### src/rtl/uart_tx_feeder.sv
// uart_tx_feeder
//   Byte FIFO in front of a UART transmitter. The host writes bytes at up to
//   one per cycle. A small FSM pops one byte at a time and presents it on
//   tx_data. It strobes send for one cycle, then waits for a rising edge on
//   tx_done before it pops the next byte.
//
// Ports
//   tx_clk   : sole clock, rising edge
//   rst      : synchronous active-low reset
//   wr_en    : host write strobe
//   wr_data  : host byte
//   full     : FIFO holds DEPTH bytes (registered)
//   empty    : FIFO holds 0 bytes (registered)
//   count    : bytes currently stored (registered)
//   overflow : sticky flag, set when a write hit a full FIFO
//   tx_data  : byte for the transmitter; changes only on a pop
//   send     : one-cycle start strobe to the transmitter
//   tx_done  : frame-complete indication from the transmitter
//   busy     : a popped byte has not yet completed its frame
module uart_tx_feeder #(
  parameter int DATA_W = 8,
  parameter int DEPTH  = 16,              // power of 2, >= 2
  parameter int ADDR_W = $clog2(DEPTH)
) (
  input  logic              tx_clk,
  input  logic              rst,
  input  logic              wr_en,
  input  logic [DATA_W-1:0] wr_data,
  output logic              full,
  output logic              empty,
  output logic [ADDR_W:0]   count,
  output logic              overflow,
  output logic [DATA_W-1:0] tx_data,
  output logic              send,
  input  logic              tx_done,
  output logic              busy
);

  localparam logic [1:0] IDLE = 2'd0;
  localparam logic [1:0] LOAD = 2'd1;
  localparam logic [1:0] SEND = 2'd2;
  localparam logic [1:0] WAIT = 2'd3;

  localparam logic [ADDR_W:0]   CNT_ONE = 1;
  localparam logic [ADDR_W:0]   CNT_MAX = (ADDR_W+1)'(DEPTH);
  localparam logic [ADDR_W-1:0] PTR_ONE = 1;

  logic [DATA_W-1:0] mem_q [DEPTH];

  logic [1:0]        state_q,    state_d;
  logic [ADDR_W-1:0] wr_ptr_q,   wr_ptr_d;
  logic [ADDR_W-1:0] rd_ptr_q,   rd_ptr_d;
  logic [ADDR_W:0]   count_q,    count_d;
  logic              full_q,     full_d;
  logic              empty_q,    empty_d;
  logic              overflow_q, overflow_d;
  logic [DATA_W-1:0] tx_data_q,  tx_data_d;
  logic              done_q,     done_d;

  logic wr_acc;
  logic pop;

  always_comb begin
    // full is the registered flag, so a pop on the same edge cannot make
    // room for this write.
    wr_acc     = wr_en & ~full_q;
    pop        = (state_q == IDLE) & ~empty_q;

    wr_ptr_d   = wr_acc ? wr_ptr_q + PTR_ONE : wr_ptr_q;
    rd_ptr_d   = pop    ? rd_ptr_q + PTR_ONE : rd_ptr_q;

    count_d    = count_q;
    if (wr_acc && !pop)      count_d = count_q + CNT_ONE;
    else if (pop && !wr_acc) count_d = count_q - CNT_ONE;

    full_d     = (count_d == CNT_MAX);
    empty_d    = (count_d == '0);
    overflow_d = overflow_q | (wr_en & full_q);
    tx_data_d  = pop ? mem_q[rd_ptr_q] : tx_data_q;
    done_d     = tx_done;

    state_d    = state_q;
    case (state_q)
      IDLE:    if (pop) state_d = LOAD;
      LOAD:    state_d = SEND;
      SEND:    state_d = WAIT;
      // Only a fresh rising edge ends the frame. A level left high from
      // an earlier frame is ignored.
      WAIT:    if (tx_done && !done_q) state_d = IDLE;
      default: state_d = IDLE;
    endcase
  end

  always_ff @(posedge tx_clk) begin
    if (!rst) begin
      state_q    <= IDLE;
      wr_ptr_q   <= '0;
      rd_ptr_q   <= '0;
      count_q    <= '0;
      full_q     <= 1'b0;
      empty_q    <= 1'b1;
      overflow_q <= 1'b0;
      tx_data_q  <= '0;
      done_q     <= 1'b0;
    end else begin
      state_q    <= state_d;
      wr_ptr_q   <= wr_ptr_d;
      rd_ptr_q   <= rd_ptr_d;
      count_q    <= count_d;
      full_q     <= full_d;
      empty_q    <= empty_d;
      overflow_q <= overflow_d;
      tx_data_q  <= tx_data_d;
      done_q     <= done_d;
    end
  end

  // Storage is not reset. Entries are only ever read after being written.
  always_ff @(posedge tx_clk) begin
    if (rst && wr_acc) mem_q[wr_ptr_q] <= wr_data;
  end

  assign full     = full_q;
  assign empty    = empty_q;
  assign count    = count_q;
  assign overflow = overflow_q;
  assign tx_data  = tx_data_q;
  assign send     = (state_q == SEND);
  assign busy     = (state_q != IDLE);

endmodule

### config.mk
export PLATFORM = sky130hd
export DESIGN_NAME = uart_tx_feeder
export DESIGN_NICKNAME = d
export VERILOG_FILES = /design/src/rtl/uart_tx_feeder.sv
export SDC_FILE = /design/constraint.sdc
export NUM_CORES = 1
export LEC_CHECK = 0
export ABC_AREA = 1
export CELL_PAD_IN_SITES_DETAIL_PLACEMENT = 0
export CELL_PAD_IN_SITES_GLOBAL_PLACEMENT = 1
export CORE_MARGIN = 1.5
export CORE_UTILIZATION = 50
export DETAILED_ROUTE_END_ITERATION = 8
export GPL_TIMING_DRIVEN = 0
export PLACE_DENSITY = 0.87
export SYNTH_ARGS = -nofsm -noshare
export SYNTH_HDL_FRONTEND = slang
export SYNTH_SLANG_ARGS = --single-unit
### constraint.sdc
create_clock -name tx_clk -period 5.2 [get_ports tx_clk]
set_clock_uncertainty 0.05 [all_clocks]
set_input_delay 1.3 -clock tx_clk [delete_from_list [all_inputs] [get_ports tx_clk]]
set_output_delay 1.3 -clock tx_clk [all_outputs]
set_load 0.03 [all_outputs]
==> run summary <==
final cell count without fillers: 861
post-route setup TNS: 0 ns
pin count of the biggest net entering global routing: 17
setup ws final: 1.90 ns
WL per Instance: 17.6 um
Worst R2R End: mem_q[12][4]$_DFFE_PP_
Arrival @ worst endpoint: 1.95 ns
drt pass-1 iters: 5
Post-Syn Nets: 652
flop-to-flop setup slack: 3.17 ns
fmax: 303 MHz
top sig layer: met4
Die Span Y: 118 um
postcts setup bufs: 0
RR Startpoint: full$_SDFF_PN0_
pre-CTS setup slack: 1.54 ns
Flop pwr share: 37.4%
routed vias: 4626
Initial Util: 51.8%
Avg Cell Area, Syn: 10.5 um^2
Synth Cell Area: 6610 um^2
warnings from Yosys: 0
Synth cell types: 28
Hold Path End: overflow$_SDFF_PN0_
Clock Sinks: 155
leakage: 2.93 nW
Synth Area in Adders: 2.08%
top-area cell type share of the netlist area: 58.1%
minimum clock period: 3.30 ns
CTS H-tree lvls: 4
Routed Antenna Nets: 0
Pwr Total: 3.99 mW
Port Buffers: 29
Combinational Power Share: 33.4%
crit end category: primary output
P_int: 2.59 mW
post-synthesis async set-or-reset flop share: 0%
Syn Inst Count: 629
top cells by count, synth: nand2_1, edfxtp_1, nand3_1
Compound-Gate Fraction of Synth Area: 1.55%
first-pass GRT wire length: 24200 um
crit path max fanout: 4
power density over cell area: 519 nW/um^2
switching power: 1.40 mW
Simple-Gate Fraction of Synth Area: 25.1%
final wirelength: 15200 um
WL met2: 7770 um
Startpoint Class: flip-flop
Worst-Margin Slew: 0.846 ns
switching part of the total: 35.1%
Crit Path Category: flip-flop to primary output
nets@finish: 700
Post-Synth XOR/XNOR Area: 0.265%
Die ar.: 13900 um^2
sequential fraction of the synthesis area: 66.3%
hold wc startpoint: overflow$_SDFF_PN0_
cell accounting for the most synthesized area: edfxtp_1
Chip Width: 118 um
total of max-cap violations: 0
most area-consuming cells after synthesis: edfxtp_1, nand2_1, nand3_1
global route overflow: 0
Clock transition at path regs: 0.06 ns
IO Pins: 30
metal3 WL: 1000 um
maximum VDD drop: 284 uV
main flop type after synthesis: edfxtp_1
largest family of logic cells by synthesized area: simple AND/OR/NAND/NOR gates
Final Cycle Share: 63.4%
Max Slew Vio Count: 0
root buffer cell: clkbuf_16
CTS Hold Bufs: 0
met1 WL: 6130 um
Antenna Cells: 0
layout cell share with drive strength beyond 1: 9.87%
status: complete, no violations
Worst Hold Depth: 2
DR iter-0 viols: 420
Core ar.: 12800 um^2
# DRC: 0
endpoints failing setup: 0
Row Count: 41
most common cell in the netlist: nand2_1
GR Util All Layers: 23.3%
CTS tree: done
Yosys reg bits: 155
CP Data Required Time: 3.85 ns
antenna violations before repair: 0
final hold violation count: 0
CTS buffer count: 17
Post-DP HPWL: 10300 um
post-CTS sizing: 0
Relative slew margins: 43.4%
mux contribution to synthesized area: 0%
placed cells: 830
Final Wtd Congestion: 0.873
r2r worst-path depth: 4
post-DR vias/cell: 5.37
Post-synth EDFFs: 128
Tightest Hold Check Type: flip-flop to flip-flop
Worst-Skew Late Latency: 0.42 ns
vias in the first global route: 4548
unrepaired setup endpoints after global routing: no
Layout area overhead: 16.1%
Clock power frac: 29.2%
Longest Clk Path Bufs: 2
## cell type report
| type | count | area, um^2 |
|---|---|---|
| Buffer | 30 | 200 |
| Tap cell | 172 | 215 |
| Clock inverter | 12 | 125 |
| Multi-Input combinational cell | 414 | 1920 |
| Inverter | 30 | 113 |
| Fill cell | 1018 | 5100 |
| Sequential cell | 155 | 4380 |
| Timing Repair Buffer | 29 | 290 |
| Clock buffer | 19 | 433 |
## critical path, stage by stage, from the launching register on
cell             delay (ns)
dfxtp_1                0.35
inv_1                  0.09
ha_1                   0.25
inv_1                  0.14
clkdlybuf4s50_1        0.69
## routing by layer
| layer | global-route usage, % | vias to the layer above |
|---|---|---|
| met5 | 0 | - |
| met4 | 8.69 | 0 |
| met3 | 4.31 | 24 |
| met2 | 39.5 | 173 |
| met1 | 29.8 | 2190 |
| li1 | - | 2239 |
## flip-flops by register name (all words and copies together), names as in the netlist
register and cells:
full 1, tx_data 8, state_q 2, rd_ptr_q 4
empty 1, count 5, mem_q 128, done_q 1
wr_ptr_q 4, overflow 1
## worst max-delay path by stage
stage	startpoint	end	slack (ns)	cells past startpoint
after floorplan	wr_en	mem_q[3][0]$_DFFE_PP_	2.65	5
after global placement	rst	mem_q[9][7]$_DFFE_PP_	1.54	4
after detailed placement	rst	mem_q[8][7]$_DFFE_PP_	1.54	4
after CTS	state_q[0]$_SDFFE_PN0P_	busy	1.89	4
after global routing	rst	mem_q[11][2]$_DFFE_PP_	1.81	4
final	state_q[0]$_SDFFE_PN0P_	busy	1.90	4
## cell families (layout without fill, tap and decap cells)
logic type               Yosys count  count (layout)
adder cells (fa/ha/maj)           11              11
buffers and inverters             60             120
AND/OR/NAND/NOR                  381             381
XOR/XNOR                           2               2
AO/OA/AOI/OAI                     20              20
flip-flops                       155             155
## placed cells by master (no fill, tap or decap), drive strengths merged, types with 11 or more instances in the layout
cell type	Yosys	routed
ha	11	11
inv	28	29
nor2	46	46
dfxtp	27	27
nand3	125	125
nand2	205	205
clkdlybuf4s50	0	29
buf	26	26
clkbuf	4	23
edfxtp	128	128
a21oi	12	12
## through the flow
stage | cell area, um^2 | hold WS [ns] | util, %
2_1_floorplan | 6610 | 0.441 | -
3_3_place_gp | 7120 | 0.401 | 55.7
3_5_place_dp | 7120 | 0.448 | 55.7
4_1_cts | 7680 | 0.462 | 60.1
5_1_grt | 7680 | 0.491 | 60.1
6_report | 7680 | 0.449 | 60.1
## power groups by stage
stage / clock [mW] / sequential, mW / combinational [mW]
after floorplan: 0 / 1.60 / 0.814
after global placement: 0 / 1.51 / 1.29
after detailed placement: 0 / 1.52 / 1.32
after CTS: 1.18 / 1.49 / 1.33
after global routing: 1.22 / 1.50 / 1.48
final: 1.16 / 1.49 / 1.33
No activity file was read; power rests on OpenSTA's default activity.
